<file path="config.mk">
export PLATFORM = sky130hd
export DESIGN_NAME = reset_sequencer_flat
export DESIGN_NICKNAME = d
export VERILOG_FILES = /design/src/rtl/reset_sequencer_if.sv /design/src/rtl/reset_sequencer.sv /design/src/flat_wrapper.sv
export SDC_FILE = /design/constraint.sdc
export NUM_CORES = 1
export LEC_CHECK = 0
export ABC_AREA = 1
export ABC_CLOCK_PERIOD_IN_PS = 1500
export CORE_AREA = 2 2 51 62
export DETAILED_ROUTE_END_ITERATION = 8
export DIE_AREA = 0 0 53 64
export PLACE_DENSITY = 0.79
export SETUP_SLACK_MARGIN = 0.3
export SLEW_MARGIN = 40
export SYNTH_ARGS = -nofsm -noshare
export SYNTH_HDL_FRONTEND = slang
export SYNTH_SLANG_ARGS = --single-unit
</file>
<file path="constraint.sdc">
create_clock -name i_sys_clk -period 1.5 [get_ports i_sys_clk]
set_input_delay 0.15 -clock i_sys_clk [delete_from_list [all_inputs] [get_ports i_sys_clk]]
set_output_delay 0.15 -clock i_sys_clk [all_outputs]
set_load 0.05 [all_outputs]
</file>
<file path="src/rtl/reset_sequencer_if.sv">
// Bundle of the reset sequencer's lock input and generated reset/status outputs.
// master: the sequencer itself. slave: whoever drives lock and consumes resets.
interface reset_sequencer_if #(
  parameter int LOSS_CNT_W = 8
);
  logic                  i_pll_lock;
  logic                  o_rst_core;
  logic                  o_rst_periph;
  logic                  o_ready;
  logic [LOSS_CNT_W-1:0] o_lock_loss_cnt;
  logic                  o_timeout;

  modport master (
    input  i_pll_lock,
    output o_rst_core,
    output o_rst_periph,
    output o_ready,
    output o_lock_loss_cnt,
    output o_timeout
  );

  modport slave (
    output i_pll_lock,
    input  o_rst_core,
    input  o_rst_periph,
    input  o_ready,
    input  o_lock_loss_cnt,
    input  o_timeout
  );
endinterface

</file>
<file path="src/rtl/reset_sequencer.sv">
// Staged reset generator downstream of the PLL. Core reset releases after the
// synchronized lock has been stable for LOCK_STABLE_CYCLES; peripheral reset
// releases STAGE_GAP_CYCLES later. Losing lock after release re-asserts both
// resets, bumps a saturating loss counter and restarts the sequence.
// Optional macro RESET_SEQ_TIMEOUT_EN adds a sticky lock-acquire timeout flag;
// without it o_timeout is constant low.
module reset_sequencer #(
  parameter int LOCK_STABLE_CYCLES = 1024,
  parameter int STAGE_GAP_CYCLES   = 16,
  parameter int LOSS_CNT_W         = 8,
  parameter int TIMEOUT_CYCLES     = 1048576
) (
  input  logic                i_sys_clk,
  input  logic                i_rst,
  reset_sequencer_if.master   bus
);

  typedef enum logic [2:0] {
    WAIT_LOCK,
    STABLE,
    REL_CORE,
    RUN,
    LOST
  } state_t;

  // One shared stage counter, sized for the longer of the two stages.
  localparam int CNT_MAX = (LOCK_STABLE_CYCLES > STAGE_GAP_CYCLES) ?
                           LOCK_STABLE_CYCLES : STAGE_GAP_CYCLES;
  localparam int CNT_W   = (CNT_MAX > 1) ? $clog2(CNT_MAX) : 1;
  localparam logic [CNT_W-1:0]      STABLE_LAST = CNT_W'(LOCK_STABLE_CYCLES - 1);
  localparam logic [CNT_W-1:0]      GAP_LAST    = CNT_W'(STAGE_GAP_CYCLES - 1);
  localparam logic [LOSS_CNT_W-1:0] LOSS_MAX    = {LOSS_CNT_W{1'b1}};

  logic                  sync1_q;
  logic                  lock_s_q;
  state_t                state_q, state_d;
  logic [CNT_W-1:0]      cnt_q, cnt_d;
  logic [LOSS_CNT_W-1:0] loss_q, loss_d;
  logic                  rst_core_q, rst_core_d;
  logic                  rst_periph_q, rst_periph_d;
  logic                  ready_q, ready_d;

  // Two-flop synchronizer for the lock indication; only lock_s_q is used below.
  always_ff @(posedge i_sys_clk or posedge i_rst) begin
    if (i_rst) begin
      sync1_q  <= 1'b0;
      lock_s_q <= 1'b0;
    end else begin
      sync1_q  <= bus.i_pll_lock;
      lock_s_q <= sync1_q;
    end
  end

  // Sequencer state, stage counter, loss counter and registered outputs.
  always_ff @(posedge i_sys_clk or posedge i_rst) begin
    if (i_rst) begin
      state_q      <= WAIT_LOCK;
      cnt_q        <= '0;
      loss_q       <= '0;
      rst_core_q   <= 1'b1;
      rst_periph_q <= 1'b1;
      ready_q      <= 1'b0;
    end else begin
      state_q      <= state_d;
      cnt_q        <= cnt_d;
      loss_q       <= loss_d;
      rst_core_q   <= rst_core_d;
      rst_periph_q <= rst_periph_d;
      ready_q      <= ready_d;
    end
  end

  // Next state; a lock drop always wins over a stage counter terminal count.
  always_comb begin
    state_d = state_q;
    cnt_d   = cnt_q;
    loss_d  = loss_q;
    case (state_q)
      WAIT_LOCK: begin
        if (lock_s_q) begin
          state_d = STABLE;
          cnt_d   = '0;
        end
      end
      STABLE: begin
        if (!lock_s_q) begin
          state_d = WAIT_LOCK;
          cnt_d   = '0;
        end else if (cnt_q == STABLE_LAST) begin
          state_d = REL_CORE;
          cnt_d   = '0;
        end else begin
          cnt_d = cnt_q + 1'b1;
        end
      end
      REL_CORE: begin
        if (!lock_s_q) begin
          state_d = LOST;
          cnt_d   = '0;
          if (loss_q != LOSS_MAX) loss_d = loss_q + 1'b1;
        end else if (cnt_q == GAP_LAST) begin
          state_d = RUN;
          cnt_d   = '0;
        end else begin
          cnt_d = cnt_q + 1'b1;
        end
      end
      RUN: begin
        if (!lock_s_q) begin
          state_d = LOST;
          cnt_d   = '0;
          if (loss_q != LOSS_MAX) loss_d = loss_q + 1'b1;
        end
      end
      LOST: begin
        // Forced extra cycle in reset so the pulse is at least two cycles wide.
        state_d = WAIT_LOCK;
        cnt_d   = '0;
      end
      default: begin
        state_d = WAIT_LOCK;
        cnt_d   = '0;
      end
    endcase
  end

  // Outputs follow the state being entered, so they change on the same edge.
  always_comb begin
    rst_core_d   = !((state_d == REL_CORE) || (state_d == RUN));
    rst_periph_d = (state_d != RUN);
    ready_d      = (state_d == RUN);
  end

  assign bus.o_rst_core      = rst_core_q;
  assign bus.o_rst_periph    = rst_periph_q;
  assign bus.o_ready         = ready_q;
  assign bus.o_lock_loss_cnt = loss_q;

`ifdef RESET_SEQ_TIMEOUT_EN
  localparam int             TMR_W    = $clog2(TIMEOUT_CYCLES + 1);
  localparam logic [TMR_W-1:0] TMR_LAST = TMR_W'(TIMEOUT_CYCLES);

  logic [TMR_W-1:0] timer_q, timer_d;
  logic             timeout_q, timeout_d;

  // Acquire timer: runs while waiting for lock, survives STABLE bounces,
  // clears when the core is released; the flag is sticky until i_rst.
  always_comb begin
    timer_d   = timer_q;
    timeout_d = timeout_q;
    if ((state_q == WAIT_LOCK) || (state_q == STABLE)) begin
      if (state_d == REL_CORE) begin
        timer_d = '0;
      end else if (timer_q != TMR_LAST) begin
        timer_d = timer_q + 1'b1;
      end
    end
    if (timer_d == TMR_LAST) timeout_d = 1'b1;
  end

  // Timer and sticky timeout flag registers.
  always_ff @(posedge i_sys_clk or posedge i_rst) begin
    if (i_rst) begin
      timer_q   <= '0;
      timeout_q <= 1'b0;
    end else begin
      timer_q   <= timer_d;
      timeout_q <= timeout_d;
    end
  end

  assign bus.o_timeout = timeout_q;
`else
  // No timer in this build: the flag is constant low (the comparison is
  // always false for any legal TIMEOUT_CYCLES).
  assign bus.o_timeout = (TIMEOUT_CYCLES < 0);
`endif

endmodule

</file>
<file path="src/flat_wrapper.sv">
// flat-port wrapper written by rule: the top's interface ports become plain ports
module reset_sequencer_flat 
#(
  parameter int LOCK_STABLE_CYCLES = 1024,
  parameter int STAGE_GAP_CYCLES   = 16,
  parameter int LOSS_CNT_W         = 8,
  parameter int TIMEOUT_CYCLES     = 1048576
)
  (i_sys_clk, i_rst, bus_i_pll_lock, bus_o_rst_core, bus_o_rst_periph, bus_o_ready, bus_o_lock_loss_cnt, bus_o_timeout);
  reset_sequencer_if #(.LOSS_CNT_W(LOSS_CNT_W)) bus_i ();
  input  logic i_sys_clk;
  input  logic i_rst;
  input wire logic [$bits(bus_i.i_pll_lock)-1:0] bus_i_pll_lock;
  output wire logic [$bits(bus_i.o_rst_core)-1:0] bus_o_rst_core;
  output wire logic [$bits(bus_i.o_rst_periph)-1:0] bus_o_rst_periph;
  output wire logic [$bits(bus_i.o_ready)-1:0] bus_o_ready;
  output wire logic [$bits(bus_i.o_lock_loss_cnt)-1:0] bus_o_lock_loss_cnt;
  output wire logic [$bits(bus_i.o_timeout)-1:0] bus_o_timeout;
  assign bus_i.i_pll_lock = bus_i_pll_lock;
  assign bus_o_rst_core = bus_i.o_rst_core;
  assign bus_o_rst_periph = bus_i.o_rst_periph;
  assign bus_o_ready = bus_i.o_ready;
  assign bus_o_lock_loss_cnt = bus_i.o_lock_loss_cnt;
  assign bus_o_timeout = bus_i.o_timeout;
  reset_sequencer #(.LOCK_STABLE_CYCLES(LOCK_STABLE_CYCLES), .STAGE_GAP_CYCLES(STAGE_GAP_CYCLES), .LOSS_CNT_W(LOSS_CNT_W), .TIMEOUT_CYCLES(TIMEOUT_CYCLES)) u_core (.i_sys_clk(i_sys_clk), .i_rst(i_rst), .bus(bus_i));
endmodule
</file>
==> impl_results.md, run 1 <==
* Crit-path most repeated cell: nand2_4
* Wirelength per Cell at 13.38 um
* Peak supply drop at 0.0005988 V
* Synth area leader: dfrtp_1
* Largest net degree at the start of global routing at 27
* Worst Slack Setup Final at ~130 ps
* Clock buffer depth at 2
* Power density over cell area at between 700 and 800 mW/mm^2
* Vias per cell at ~5.2
* Worst slack, placed at 68.17 ps
* Layout Utilization at 0.7297
* Die area at about 0.0034 sq mm
* 1st-pass router iterations at 4
* Diodes inserted at 0
* Minimum clock period at 1373 ps
* Hold buffer count at CTS at 0
* Worst Hold Class: in -> async
* Syn Nets at 196
* Critical Path AT at 1610 ps
* Critical Path Start Type: flip-flop
* Yosys cell types at 26
* Post-DRT Antenna Nets at 0
* Worst EP required at 1740 ps
* Number of synthesized flops with an enable pin at 0
* Async set or reset register ratio after synthesis at 1.000
* CP Launch Point: u_core.cnt_q[1]$_DFFE_PP0P_
* Layout Skew at just over 3 ps
* #FFs+latches synth at 26
* TritonCTS Buffers at 3
* Skew-Pair Late Insertion Delay at approximately 330 ps
* Type of the worst setup path: reg -> reg
* Filler cell count at 198
* Top FF cell, synth: dfrtp_1
* Setup TNS at 0 ps
* DPL Wire Length at 2386 um
* Starting Density at 0.5351
* Reg2Reg Depth at 8
* Final setup vio count at 0
* Reg-to-Reg Start: u_core.cnt_q[1]$_DFFE_PP0P_
* Max cap viols at 0
* Clock tree root buffer cell: clkbuf_4
* Remaining DRCs at 0
* Setup crit end kind: flip-flop
* Mean area per synthesized cell at 7.730 sq um
* Hold violation count in the final report at 0
* Slew Limit Fails at 0
* Port buffer count at 13
* # rows at 21
* Dominant cells by area after synthesis: dfrtp_1 (41%), nand2_1 (15%), inv_1 (7.1%)
* Remaining global-route overflow at 0
* CTS tree: done
* Vias at approximately 1.3k
* Final Cycle Share at 0.9151
* Sequential area share after synthesis at 0.4424
* Synth-to-Final Area Change at 36.36%
* Clock Pin Slew Worst Setup and Hold Paths at 140 ps
* Lkg Pwr at between 1 and 1.5 nW
* Clock Sinks at 26
* Floorplan core area at 0.002759 sq mm
* Slowest cell on crit path: dfrtp_1
* Warnings, synthesis at 0
* Io pins at 15
* Share of layout cells above drive strength 1 at 0.3818
* First-pass GRT wire length at ~5500 um
* Die W at 53 um
* H-Tree Depth at 1
* Global placer's final weighted congestion at 0.9306
* RSZ-0062 raised after global routing: yes
* Final net count at 226
* Post-synth top cells: nand2_1 (59), inv_1 (28), dfrtp_1 (24)
* Vias in the first global route at about 1.3k
* Total Power at 1.470 mW
* Vert. Die Dim at approximately 64 um
* Top-area cell type share of the netlist area at 0.4068
* Worst r2r dst: u_core.cnt_q[1]$_DFFE_PP0P_
* Largest stage delay, worst path at approximately 440 ps
* R2r setup slk at about 130 ps
* GRT Total Usage at 0.2191
* Outcome: completed
* Most common cell in the synthesized netlist: nand2_1
* Crit path cell chain: ha_4 -> nand2_4 -> nor2_8 -> nand4_4 -> nand3_4 -> nand2_4 -> nor2_4 -> nor2_1
* Syn Inst Count at 191
* DRT iter0 DRCs at 35
* Post-Synthesis Cell Area at about 0.0015 sq mm
* Maximum fanout along the worst path at 4
* Initial antenna violation count at 0
* F_max at 0.7285 GHz
* Total Wirelength at 3398 um
[layer usage]
layer | vias to the layer above | track usage | wire, um | part of all wire
met5 | - | 0 | 0 | 0
met4 | 0 | 0.1218 | 105 | 0.031
met3 | 9 | 0.02570 | 83 | 0.024
met2 | 26 | 0.3938 | 1898 | 0.56
met1 | 637 | 0.2393 | 1310 | 0.39
li1 | 652 | - | - | -
[cell type report]
type,instances,area (sq um),area share
clock inverter,1,30.03,0.01492
multi-input combinational,132,862.1,0.4282
timing repair buffer,28,274.0,0.1361
tap,34,42.54,0.02113
inverter,30,117.6,0.05842
sequential,26,664.4,0.3300
clock buffer,3,22.52,0.01119
[repair_timing]
action | in CTS | in global routing
resized for setup | 16 | 23
endpoints found under the setup margin | 24 | 27
buffers inserted | 8 | 4
gates cloned | 0 | 0
pin swaps | 7 | 11
[power by group]
part           internal [mW]  switching, mW  total [mW]
clock network          0.270          0.216       0.486
registers              0.723         0.0283       0.751
logic                 0.0878          0.145       0.233
total                   1.08          0.389        1.47
[metrics by stage]
stage	cells	hold WS, ps	instance area [sq um]
after floorplan	191	181.4	1559
after global placement	238	334.9	1725
after detailed placement	238	345.1	1725
after CTS	250	154.1	1892
after global routing	254	197.8	2013
final	254	153.5	2013
[cell usage in the layout, fill, tap and decap left out, types with 3 or more instances in the layout]
cell	n
nor2_2	3
inv_2	4
nor2_1	10
nor3_1	3
nand4_1	10
clkbuf_4	3
inv_1	24
nand2_2	10
nand2_4	4
dfrtp_2	9
buf_4	17
dfrtp_1	15
nor2_4	7
nand2_1	50
buf_6	5
xor2_1	7
nand3_1	10
nand3_2	4
[kinds of logic after synthesis]
logic type	Yosys count	synth area share
XOR/XNOR	7	0.04153
AO/OA/AOI/OAI	4	0.01780
buffers and inverters	33	0.09407
AND/OR/NAND/NOR	118	0.3847
other	1	0.002540
adder cells (fa/ha/maj)	2	0.01695
flip-flops	26	0.4424
[sequential cells by signal, indices dropped and copies added (netlist names)]
name / cells
u_core.state_q: 3
u_core.cnt_q: 10
u_core.bus.o_rst_periph: 1
u_core.bus.o_ready: 1
u_core.lock_s_q: 1
u_core.sync1_q: 1
u_core.bus.o_rst_core: 1
u_core.bus.o_lock_loss_cnt: 8
[critical path, delay by kind of cell (launching register included)]
family | cells | cell delay [ps]
flip-flops | 1 | 440
AND/OR/NAND/NOR | 7 | 660
adder cells (fa/ha/maj) | 1 | 170
[worst max-delay path by stage]
stage	endpoint	slack, ps
detailed placement	u_core.cnt_q[9]$_DFFE_PP0P_	70
finish	u_core.cnt_q[1]$_DFFE_PP0P_	130
global placement	u_core.cnt_q[4]$_DFFE_PP0P_	90
global route	u_core.cnt_q[9]$_DFFE_PP0P_	50
CTS	u_core.cnt_q[9]$_DFFE_PP0P_	130
floorplan	u_core.bus.o_lock_loss_cnt[3]$_DFFE_PP0P_	140
(Power assumes the default switching activity.)
==> inputs of run 2 (changes only) <==
--- a/config.mk
+++ b/config.mk
@@ -7,6 +7,7 @@
 export LEC_CHECK = 0
 export ABC_AREA = 1
 export ABC_CLOCK_PERIOD_IN_PS = 1500
+export CAP_MARGIN = 20
 export CORE_AREA = 2 2 51 62
 export DETAILED_ROUTE_END_ITERATION = 8
 export DIE_AREA = 0 0 53 64
==> results of run 2 <==
No change in the layout: final DEF, timing and power equal those of run 1.
==> inputs of run 3 (changes only) <==
--- a/config.mk
+++ b/config.mk
@@ -12,8 +12,9 @@
 export DETAILED_ROUTE_END_ITERATION = 8
 export DIE_AREA = 0 0 53 64
 export PLACE_DENSITY = 0.79
-export SETUP_SLACK_MARGIN = 0.3
+export SKIP_CTS_REPAIR_TIMING = 1
 export SLEW_MARGIN = 40
 export SYNTH_ARGS = -nofsm -noshare
 export SYNTH_HDL_FRONTEND = slang
 export SYNTH_SLANG_ARGS = --single-unit
+export TNS_END_PERCENT = 50
==> impl_results.md, run 3 (synthesis gave the netlist of run 1 again) <==
* Outcome: completed
* Critical Path Start Type: flip-flop
* Vias in the first global route at 1279 (-3.0%)
* Crit path buf inv count at 1 (+1)
* # rows at 21 (unchanged)
* Max cap viols at 0 (unchanged)
* Largest register FFs at 10 (unchanged)
* Remaining DRCs at 0 (unchanged)
* Crit-path most repeated cell: nand2_1
* Maximum fanout along the worst path at 6 (+2)
* Slowest cell on crit path: dfrtp_1
* Worst Hold Class: in -> async
* Diodes inserted at 0 (unchanged)
* RSZ-0062 raised after global routing: no
* Floorplan core area at 0.002759 sq mm (unchanged)
* Clock tree root buffer cell: clkbuf_4
* Minimum clock period at 1384 ps (+11.01 ps)
* Global placer's final weighted congestion at 0.8969 (-3.6%)
* CTS tree: done
* Wirelength per Cell at 11.86 um (-11%)
* Type of the worst setup path: reg -> reg
* DRT iter0 DRCs at 39 (+11%)
* Final setup vio count at 0 (unchanged)
* M3 GR Usage at 0.02804 (+0.002336)
* Port buffer count at 13 (unchanged)
* Clock Sinks at 26 (unchanged)
* Layout Skew at 5.454 ps (+2.431 ps)
* Final net count at 219 (-3.1%)
* Commonest non-fill, non-tap cell in the layout: nand2_1
* Share of layout cells above drive strength 1 at 0.2441 (-0.1377)
* Largest stage delay, worst path at 380 ps (-60 ps)
* Synth-to-Final Area Change at 19.07%
* F_max at 0.7227 GHz (-0.80%)
* GR Layer Usage met2 at 0.3484 (-0.04531)
* Remaining global-route overflow at 0 (unchanged)
* Peak supply drop at 0.0004822 V (-19%)
* Power density over cell area at 728.3 mW/mm^2 (-0.28%)
* GRT Total Usage at 0.2048 (-0.01428)
* Die area at 0.003392 sq mm (unchanged)
* H-Tree Depth at 1 (unchanged)
* Post-Place Cells at 241 (+1.3%)
* Layout Utilization at 0.6372 (-0.09252)
* Vert. Die Dim at 64 um (unchanged)
* Commonest cells after routing, fill and taps aside: nand2_1 (59), inv_1 (25), dfrtp_1 (22)
* Final Cycle Share at 0.9224 (+0.007341)
* Setup TNS at 0 ps (unchanged)
* Clock Pin Slew Worst Setup and Hold Paths at 130 ps (about the same)
* DPL Wire Length at 2228 um (-6.6%)
* Biggest register: u_core.cnt_q
* Top Usage Layer GRT: met2
* Clock buffer depth at 2 (unchanged)
* First-pass GRT wire length at 5250 um (-4.5%)
* Vias per cell at 5.130 (-1.6%)
* Post-Layout Cell Count at 247 (-2.8%)
* Post-DRT Antenna Nets at 0 (unchanged)
* Die W at 53 um (unchanged)
* Initial antenna violation count at 0 (unchanged)
* Skew-Pair Late Insertion Delay at 320 ps (about the same)
* Io pins at 15 (unchanged)
* Hold violation count in the final report at 0 (unchanged)
* Total Wirelength at 2930 um (-14%)
* Starting Density at 0.5351 (unchanged)
* Met1 Usage GRT at 0.2458 (+0.006512)
* Critical Path AT at 1650 ps (+40 ps)
* Crit path cell chain: ha_2 -> nand2_2 -> nor2_8 -> nand4_4 -> buf_4 -> nand2_1 -> nand2_1 -> nand3_1
* Setup crit end kind: flip-flop
* Slew Limit Fails at 0 (unchanged)
* Worst EP required at 1760 ps (+20 ps)
* Vias at 1267 (-4.3%)
* Crit-path leading delay family: simple AND/OR/NAND/NOR gates
* 1st-pass router iterations at 4 (unchanged)
* TritonCTS Buffers at 3 (unchanged)
* Lkg Pwr at 0.9439 nW (-11%)
* Largest net degree at the start of global routing at 27 (unchanged)
-- run 3: cell count changes in the layout (fill, tap and decap cells not counted), sizes merged --
cell | before | now
buf | 26 | 19
bufinv | 1 | 0
clkbuf | 3 | 4
-- run 3: report_power, final --
group / internal, mW / switching [mW] / leakage, nW
Sequential: 0.723 / 0.0176 / 0.345
Clock: 0.149 / 0.200 / 0.0210
Combinational: 0.0669 / 0.124 / 0.578
Total: 0.938 / 0.342 / 0.944
-- run 3: through the flow --
step	worst slack, ps	cell area [sq um]	hold WS, ps	total power, mW
floorplan	14.94	1479	181.4	0.8934
global placement	84.65	1680	335.8	0.9278
detailed placement	28.73	1680	349.0	0.9358
CTS	1.516	1717	154.2	1.290
global route	1.872	1758	212.8	1.359
finish	116.3	1758	164.3	1.280
-- run 3: final timing paths --
| path | slack [ps] | end | from | cells after the start |
|---|---|---|---|---|
| worst max-delay path | 120 | u_core.state_q[0]$_DFF_PP0_ | u_core.cnt_q[0]$_DFFE_PP0P_ | 8 |
| worst min-delay path | 160 | u_core.bus.o_lock_loss_cnt[2]$_DFFE_PP0P_ | i_rst | 3 |
| worst max register to register | 120 | u_core.state_q[0]$_DFF_PP0_ | u_core.cnt_q[0]$_DFFE_PP0P_ | 8 |
| worst min register to register | 380 | u_core.lock_s_q$_DFF_PP0_ | u_core.sync1_q$_DFF_PP0_ | 0 |
| max in group asynchronous | 1050 | u_core.bus.o_rst_core$_DFF_PP1_ | i_rst | 3 |
| min in group i_sys_clk | 250 | u_core.sync1_q$_DFF_PP0_ | bus_i_pll_lock | 1 |
-- run 3: layout make-up --
class | count | area [sq um]
flip-flops and latches | 26 | 655.6
clock buffers | 4 | 36.28
multi-input cells | 132 | 708.2
well taps | 34 | 42.54
repair buffers | 21 | 200.2
fillers | 226 | 1001
inverters | 30 | 115.1
-- run 3: per-layer routing --
metal	vias up	share of wire
met1	596	0.42
met2	23	0.54
met5	-	0
li1	641	-
met4	0	0.021
met3	7	0.026
-- run 3: tightest hold or removal path, delay by kind of cell --
family	cells	cell delay, ps
buffers and inverters	3	750
